## config.mk

```make
export PLATFORM = sky130hd
export DESIGN_NAME = breath_duty_gen
export DESIGN_NICKNAME = d
export VERILOG_FILES = /design/src/rtl/pwm_pkg.sv /design/src/rtl/pwm_tick_gen.sv /design/src/rtl/breath_duty_gen.sv
export SDC_FILE = /design/constraint.sdc
export NUM_CORES = 1
export LEC_CHECK = 0
export ABC_AREA = 1
export CAP_MARGIN = 30
export CORE_ASPECT_RATIO = 0.5
export CORE_MARGIN = 3
export CORE_UTILIZATION = 45
export DETAILED_ROUTE_END_ITERATION = 10
export PLACE_DENSITY = 0.77
export SYNTH_ARGS = -nofsm -noshare
export SYNTH_HDL_FRONTEND = slang
export SYNTH_HIERARCHICAL = 1
export SYNTH_SLANG_ARGS = --single-unit
```

## constraint.sdc

```tcl
create_clock -name clk -period 5.7 [get_ports clk]
set_input_delay 1.14 -clock clk [delete_from_list [all_inputs] [get_ports clk]]
set_output_delay 1.14 -clock clk [all_outputs]
set_load 0.01 [all_outputs]
```

## src/rtl/pwm_pkg.sv

```systemverilog
// Shared types and constants for the PWM duty sequencers.
// Contents: breath_state_t phase encoding, profile mode constants, step counter width.
package pwm_pkg;

  typedef enum logic [2:0] {
    IDLE    = 3'd0,
    RISE    = 3'd1,
    HOLD_HI = 3'd2,
    FALL    = 3'd3,
    HOLD_LO = 3'd4
  } breath_state_t;

  localparam logic MODE_SAW = 1'b0;
  localparam logic MODE_TRI = 1'b1;

  localparam int unsigned STEP_W = 32;

endpackage

```

## src/rtl/pwm_tick_gen.sv

```systemverilog
// Step prescaler: pulses tick once every step_thresh+1 cycles.
// Ports:
//   clk, reset   - clock, synchronous active-high reset
//   clr          - holds the counter at zero and suppresses tick
//   step_thresh  - period minus one, in clk cycles
//   tick         - combinational strobe, high in the cycle the count reaches threshold
module pwm_tick_gen #(
  parameter int unsigned W = 32
) (
  input  logic         clk,
  input  logic         reset,
  input  logic         clr,
  input  logic [W-1:0] step_thresh,
  output logic         tick
);

  logic [W-1:0] cnt_q;
  logic         hit_c;

  // >= rather than == so a threshold lowered below the running count recovers at once
  assign hit_c = (cnt_q >= step_thresh);
  assign tick  = hit_c && !clr;

  always_ff @(posedge clk) begin
    if (reset || clr) begin
      cnt_q <= '0;
    end else if (hit_c) begin
      cnt_q <= '0;
    end else begin
      cnt_q <= cnt_q + W'(1);
    end
  end

endmodule

```

## src/rtl/breath_duty_gen.sv

```systemverilog
// Breathing duty-word sequencer feeding the PWM core duty input.
// Produces a sawtooth or triangle (with peak/trough dwell) ramp, one step per tick.
// Ports:
//   clk, reset   - clock, synchronous active-high reset
//   enable       - run/stop; low returns to IDLE with duty 0
//   mode         - 0 sawtooth, 1 triangle; sampled on IDLE exit and at each cycle_done
//   step_thresh  - clk cycles per step minus one
//   hold_steps   - dwell ticks minus one at peak and trough (triangle)
//   duty         - R+1 bit duty word, full scale 2**R
//   duty_valid   - pulse when duty takes a new value
//   phase        - current breath_state_t encoding
//   cycle_done   - pulse at the end of each full profile period
// Build option: define GAMMA_CORR_EN to square-law correct duty (one extra cycle of latency).
module breath_duty_gen
  import pwm_pkg::*;
#(
  parameter int unsigned R      = 8,
  parameter int unsigned HOLD_W = 8
) (
  input  logic              clk,
  input  logic              reset,
  input  logic              enable,
  input  logic              mode,
  input  logic [STEP_W-1:0] step_thresh,
  input  logic [HOLD_W-1:0] hold_steps,
  output logic [R:0]        duty,
  output logic              duty_valid,
  output logic [2:0]        phase,
  output logic              cycle_done
);

  localparam int unsigned DW   = R + 1;
  localparam logic [R:0]  FULL = DW'(1) << R;

  breath_state_t     state_q, state_d;
  logic [R:0]        lin_q, lin_d;
  logic [HOLD_W-1:0] hold_q, hold_d;
  logic              mode_q, mode_d;
  logic              valid_q, valid_d;
  logic              done_q, done_d;
  logic              tick_c;
  logic              clr_c;

  // Prescaler idles at zero outside an active profile
  assign clr_c = (state_q == IDLE) || !enable;

  pwm_tick_gen #(.W(STEP_W)) u_tick (
    .clk         (clk),
    .reset       (reset),
    .clr         (clr_c),
    .step_thresh (step_thresh),
    .tick        (tick_c)
  );

  // State and output registers
  always_ff @(posedge clk) begin
    if (reset) begin
      state_q <= IDLE;
      lin_q   <= '0;
      hold_q  <= '0;
      mode_q  <= MODE_SAW;
      valid_q <= 1'b0;
      done_q  <= 1'b0;
    end else begin
      state_q <= state_d;
      lin_q   <= lin_d;
      hold_q  <= hold_d;
      mode_q  <= mode_d;
      valid_q <= valid_d;
      done_q  <= done_d;
    end
  end

  // Next-state and ramp update
  always_comb begin
    state_d = state_q;
    lin_d   = lin_q;
    hold_d  = hold_q;
    mode_d  = mode_q;
    valid_d = 1'b0;
    done_d  = 1'b0;

    if (!enable) begin
      state_d = IDLE;
      lin_d   = '0;
      hold_d  = '0;
      valid_d = (lin_q != '0);
    end else begin
      unique case (state_q)
        IDLE: begin
          state_d = RISE;
          mode_d  = mode;
          lin_d   = '0;
        end
        RISE: begin
          if (tick_c) begin
            if (lin_q == FULL) begin
              if (mode_q == MODE_SAW) begin
                lin_d   = '0;
                valid_d = 1'b1;
                done_d  = 1'b1;
                mode_d  = mode;
              end else begin
                state_d = HOLD_HI;
                hold_d  = '0;
              end
            end else begin
              lin_d   = lin_q + DW'(1);
              valid_d = 1'b1;
              // Triangle enters the peak dwell on the step that reaches full scale
              if (mode_q == MODE_TRI && lin_q == FULL - DW'(1)) begin
                state_d = HOLD_HI;
                hold_d  = '0;
              end
            end
          end
        end
        HOLD_HI: begin
          if (tick_c) begin
            if (hold_q == hold_steps) begin
              state_d = FALL;
            end else begin
              hold_d = hold_q + HOLD_W'(1);
            end
          end
        end
        FALL: begin
          if (tick_c) begin
            if (lin_q != '0) begin
              lin_d   = lin_q - DW'(1);
              valid_d = 1'b1;
            end
            if (lin_q <= DW'(1)) begin
              state_d = HOLD_LO;
              hold_d  = '0;
            end
          end
        end
        HOLD_LO: begin
          if (tick_c) begin
            if (hold_q == hold_steps) begin
              state_d = RISE;
              done_d  = 1'b1;
              mode_d  = mode;
            end else begin
              hold_d = hold_q + HOLD_W'(1);
            end
          end
        end
        default: begin
          state_d = IDLE;
          lin_d   = '0;
          hold_d  = '0;
        end
      endcase
    end
  end

  assign phase      = state_q;
  assign cycle_done = done_q;

`ifdef GAMMA_CORR_EN
  localparam int unsigned SQW = 2 * R + 2;

  logic [SQW-1:0] sq_c;
  logic [R:0]     duty_q;
  logic           duty_valid_q;

  // Square-law stage; full-scale input maps back to full scale
  assign sq_c = SQW'(lin_q) * SQW'(lin_q);

  always_ff @(posedge clk) begin
    if (reset) begin
      duty_q       <= '0;
      duty_valid_q <= 1'b0;
    end else begin
      duty_q       <= DW'(sq_c >> R);
      duty_valid_q <= valid_q;
    end
  end

  assign duty       = duty_q;
  assign duty_valid = duty_valid_q;
`else
  assign duty       = lin_q;
  assign duty_valid = valid_q;
`endif

endmodule

```

==> flow_metrics.tcl <==
set metrics [dict create \
    fin_ws_ns 1.93 \
    grt_max_degree 18 \
    tritoncts "yes" \
    final_core_util_pct 57.7 \
    antenna_found_initial 0 \
    synth_xor_area_share_pct 7.19 \
    total_leakage_power_nw 2.16 \
    r2r-start "u_tick/cnt_q[30]" \
    fp.dieW_um 146 \
    holdBufCountCts 0 \
    hold_class "register to register" \
    place_ws_ns 1.74 \
    n_antenna_cell 0 \
    critPathArrivalTime_ns 3.99 \
    worstRegToRegCells 15 \
    detail-route-antenna-nets 0 \
    dpl_cell_area_um2 5090 \
    ys_warn_count 6 \
    finalCriticalPeriod_ns 3.77 \
    grt_pass1_vias 3901 \
    power_density_nw_per_um2 271 \
    cts_setup_buffers 0 \
    peakVddDrop_mv 0.197 \
    dpl.cell_count 862 \
    clk_latency_ns 0.30 \
    maxCapViolations 0 \
    crit_family "simple AND/OR/NAND/NOR gates" \
    min_to "hold_q[7]" \
    core_area_um2 9100 \
    min_from "hold_q[7]" \
    status "finished, final reports clean" \
    place_congestion 0.940 \
    avgViaCountPerCell 4.93 \
    cp_num_buf_inv 5 \
    critPathKind "input port to register" \
    crit_path_start_kind "input port" \
    worst-path-max-fanout 14 \
    seqCellArea_um2 1100 \
    rrSetupSlack_ns 2.94 \
    final_area_um2 5250 \
    synth_fa_ha_area_share_pct 11.1 \
    cts.sinks 55 \
    seq_area_frac_synth_pct 25.1 \
    drt_iter0_drc 397 \
    die_area_um2 11000 \
    vias 4286 \
    drive_above_1_share_pct 6.35 \
    ys_types 36 \
    drt_first_pass_iters 5 \
    nets 822 \
    dpl.hpwl_um 8070 \
    wl_per_cell_um 11.9 \
    grt.total_usage_pct 19.2 \
    io_buffers 57 \
    num_rows 24 \
    clock_skew_ns 0.0106 \
    synthCells 680 \
    synth_edf_count 0 \
    required_ns 5.93 \
    synth_compound_area_share_pct 7.87 \
    start_util_pct 48.2 \
    fmax_mhz 265 \
    drt-total-wl_um 10400 \
    slew_viol_final 0 \
    setup_tns_ns 0 \
    slowest_delay_ns 0.46 \
    cp_cell_sequence "clkdlybuf4s50_1 > inv_1 > ha_1 > nand2_1 > nor2_1 > nand4_1 > nor2_1 > nand2_1 > a21oi_1 > inv_1 > a21oi_1 > nand2_1 > inv_2 > nand2_4 > inv_2 > nand3_1 > a21oi_1" \
    syn_area_um2 4390 \
    synthMuxAreaShare_pct 0 \
    hold_viol_final 0 \
    drc 0 \
    stdcell_count 870 \
    ioPinCount 58 \
    crit_path_end_kind "register" \
    syn_nets 763 \
    total_power_mw 1.42 \
    async_flop_share_pct 0 \
    grt_pass1_wl_um 17800 \
    cts_made_buffers 5 \
    reg2reg_to "duty_valid" \
    setup_violations 0 \
    synth_top_family_by_area "simple AND/OR/NAND/NOR gates" \
    yosys_register_bits 55 \
    htree_levels 2 \
    slowest_stage "a21oi_1" \
    synth.avg_cell_area_um2 6.45 \
    cts_resized 0 \
    synth-main-ff-cell "dfxtp_1" \
    cts_root_buf "clkbuf_16" \
    worst_slew_pin_slew_ns 0.702 \
    syn_to_final_growth_pct 19.6 \
    min_period_over_period_pct 66.1 \
    synthSimpleGateAreaFrac_pct 37.8 \
    path_clk_slew_ns 0.08 \
    cts_buffer_depth 2 \
    fillers 849 \
    gr-total-overflow 0 \
    hold_depth 2 \
    max_slew_margin_pct 53.0 \
    whs_ns 0.489 \
    multi_input_area_um2 2810 \
    rsz0062_at_grt "false" \
    chipHeight_um 75.8 \
]
worst max path at each step:
| stage | slack, ns | cells past startpoint | from | to |
|---|---|---|---|---|
| 6_report | 1.93 | 17 | step_thresh[31] | duty_valid |
| 5_1_grt | 1.77 | 17 | step_thresh[31] | hold_q[1] |
| 4_1_cts | 1.97 | 16 | step_thresh[31] | hold_q[7] |
| 3_5_place_dp | 1.74 | 17 | step_thresh[31] | duty[4] |
| 3_3_place_gp | 1.77 | 17 | step_thresh[31] | duty_valid |
| 2_1_floorplan | 2.77 | 16 | step_thresh[31] | duty[0] |
sequential cells by signal, indices dropped and copies added (netlist names):
register and flops:
hold_q 8, duty 9, mode_q 1, phase 3
duty_valid 1, u_tick/cnt_q 32, cycle_done 1
cell type report:
| class | instances | share of cell area (%) |
|---|---|---|
| multi-input combinational | 503 | 53.5 |
| sequential | 55 | 21.0 |
| timing repair buffer | 58 | 11.2 |
| inverter | 116 | 8.30 |
| tap | 130 | 3.10 |
| clock buffer | 8 | 2.98 |
worst min-delay path: cells and delay by family (launching register included):
| kind | cells | cell delay (ns) |
|---|---|---|
| AO/OA/AOI/OAI | 1 | 0.06 |
| flip-flops | 1 | 0.32 |
| AND/OR/NAND/NOR | 1 | 0.06 |
cell usage after synthesis, drive strengths merged, types with 2 or more instances:
cell type | count | share of area, %
nand2 | 177 | 16
inv | 116 | 9.9
nor2 | 106 | 11
dfxtp | 55 | 25
a21oi | 39 | 4.5
ha | 39 | 11
nand3 | 39 | 4.9
nor3 | 21 | 2.9
o21ai | 20 | 2.3
xor2 | 20 | 4.0
xnor2 | 16 | 3.2
nand4 | 14 | 2.0
buf | 5 | 0.94
nand3b | 3 | 0.51
nor3b | 2 | 0.34
layout by cell type (no fill, tap or decap), drive strengths merged:
cell type      Yosys  layout
a21oi             39      39
a22o               1       1
a31o               1       1
a31oi              1       1
buf                5       1
clkbuf             1       8
clkdlybuf4s50      0      57
dfxtp             55      55
ha                39      39
inv              116     116
nand2            177     177
nand3             39      39
nand3b             3       3
nand4             14      14
nor2             106     106
nor3              21      21
nor3b              2       2
o21a               1       1
o21ai             20      20
o21bai             1       1
o31ai              1       1
or2                1       1
xnor2             16      16
xor2              20      20
per-layer routing:
metal / track usage (%) / vias up / part of all wire, %
met1: 25.8 / 1890 / 49
met5: 0 / - / 0
met4: 3.15 / 0 / 0.82
met3: 3.57 / 12 / 6.6
met2: 33.6 / 127 / 44
li1: - / 2257 / -
cell families after synthesis:
group,after synthesis
AO/OA/AOI/OAI,65
AND/OR/NAND/NOR,363
flip-flops,55
XOR/XNOR,36
buffers and inverters,122
adder cells (fa/ha/maj),39
report_power, final:
group | switching (mW) | internal (mW) | total (mW)
Clock | 0.145 | 0.188 | 0.332
Sequential | 0.0470 | 0.416 | 0.463
Combinational | 0.393 | 0.234 | 0.626
Total | 0.584 | 0.837 | 1.42
Power figures use the tool's default switching activity.
==> RTL change, RTL diff (same settings) <==
Change the package constant `STEP_W` from 32 to 40.
--- a/src/rtl/pwm_pkg.sv
+++ b/src/rtl/pwm_pkg.sv
@@ -13,7 +13,7 @@
   localparam logic MODE_SAW = 1'b0;
   localparam logic MODE_TRI = 1'b1;
 
-  localparam int unsigned STEP_W = 32;
+  localparam int unsigned STEP_W = 40;
 
 endpackage
 
Interface: changed (resized step_thresh); port bits go from 58 to 66. No check against the original RTL was run, so the function may have changed too.
==> RTL change against the unedited design <==
Critical endpoint is now duty[6]; critical path depth is 4 higher; routed wire length grew 19%; area after synthesis up 19%; final area up 21%; power grew 25%; worst hold slack lost 0.0048 ns; sequential share of layout area shrank 1.1 points; cell count rose by 18%; sequential power increased by 13%; sequential cell count grew 8; worst setup slack improved by 0.19 ns; combinational power increased by 2%.
==> RTL change: results (changes against the unedited design) <==
[run_status]
status = finished, final reports clean  ; unchanged

[worst_setup_path]
critPathArrivalTime_ns = 3.82  ; was 3.99 ns
cp_slowest_cell = clkdlybuf4s50_1  ; was a21oi_1

[cells_and_area]
diodes = 0  ; unchanged
largest_reg_flops = 40  ; was 32
nFillCells = 1092  ; was 849
finalNetCount = 975  ; was 822
drive_above_1_share_pct = 8.63  ; was 6.35%

[yosys]
yosysSeqAreaShare_pct = 24.1  ; was 25.1%
yosysUniqueCellTypes = 40  ; was 36
synth_top_cells_by_area = dfxtp_1, nand2_1, ha_1  ; unchanged
synth_xor_area_share_pct = 8.33  ; was 7.19%
synth_commonest_cells = nand2_1, nor2_1, inv_1, dfxtp_1, ha_1  ; was nand2_1, inv_1, nor2_1, dfxtp_1, ha_1
synthesis.nets = 906  ; was 763
synth-adder-area-share_pct = 11.3  ; was 11.1%
synth_mux_area_share_pct = 0  ; unchanged
synth_compound_area_share_pct = 6.32  ; was 7.87%

[timing]
worst_slew_pin_slew_ns = 0.717  ; was 0.702 ns
finClkSkew_ns = 0.00778  ; was 0.0106 ns

[routing]
wl_per_cell_um = 12.0  ; was 11.9 um
vias = 4942  ; was 4,286
drtIter0Drc = 299  ; was 397

[power]
ir_worst_vdd_v = 0.000255  ; was 0.000197 V
leakage_nw = 2.77  ; was 2.16 nW

[cts]
clk_latency_ns = 0.33  ; was 0.30 ns
cts_buffers = 9  ; was 5
htree_levels = 3  ; was 2
clk_pin_slew_ns = 0.05  ; was 0.08 ns

[grt]
grt_pass1_vias = 4617  ; was 3,901
grt_max_degree = 41  ; was 18
grt.total_usage_pct = 19.6  ; was 19.2%
grt_pass1_wl_mm = 20.6  ; was 17.8 mm

[place]
routabilityCongestion = 0.906  ; was 0.940
place_hpwl_mm = 9.75  ; was 8.07 mm
port_buffers = 65  ; was 57

RTL change: where the power goes:
group,switching (W),internal [W]
clock network,0.000189,0.000430
logic,0.000399,0.000241
registers,0.0000495,0.000473
RTL change: cell type report:
class,count,area share (%)
inverters,139,8.24
well taps,145,2.86
clock buffers,14,4.48
repair buffers,65,10.3
multi-input cells,598,53.3
flip-flops and latches,63,19.9
clock inverters,2,0.948
RTL change: stage by stage:
stage          hold WS [ns]  area [sq um]  cells  worst slack [ns]  power, W
3_5_place_dp          0.477          5990   1010              1.86   0.00116
3_3_place_gp          0.469          5990   1010              1.92   0.00115
6_report              0.484          6330   1026              2.12   0.00178
2_1_floorplan         0.453          5230    807              2.67   0.00101
5_1_grt               0.514          6330   1026              1.83   0.00191
4_1_cts               0.488          6330   1026              2.15   0.00179
RTL change: logic make-up (layout without fill, tap and decap cells):
| family | count (synthesis) | after routing |
|---|---|---|
| compound gates | 62 | 62 |
| simple gates | 441 | 441 |
| flops | 63 | 63 |
| fa+ha+maj | 47 | 47 |
| xor+xnor | 48 | 48 |
| buf+inv | 146 | 220 |
RTL change: path summary, 6_finish.rpt:
kind	from	endpoint	slack, ns	cells after the start
max	step_thresh[23]	duty[6]	2.12	21
min	hold_q[7]	hold_q[7]	0.48	2
max reg2reg	u_tick/cnt_q[23]	duty[6]	3.05	19
min reg2reg	hold_q[7]	hold_q[7]	0.48	2
RTL change: worst max-delay path: cells and delay by family:
family,cells,cell delay (ns)
AND/OR/NAND/NOR,12,1.21
AO/OA/AOI/OAI,2,0.28
buffers and inverters,6,0.87
adder cells (fa/ha/maj),1,0.31
RTL change: per-layer routing:
layer  vias up  wire length [um]  global-route usage [%]
li1       2638                 -                       -
met1      2191              6130                    25.7
met2        99              5600                    32.9
met3        14               487                    4.89
met4         0               130                    4.72
met5         -                 0                       0
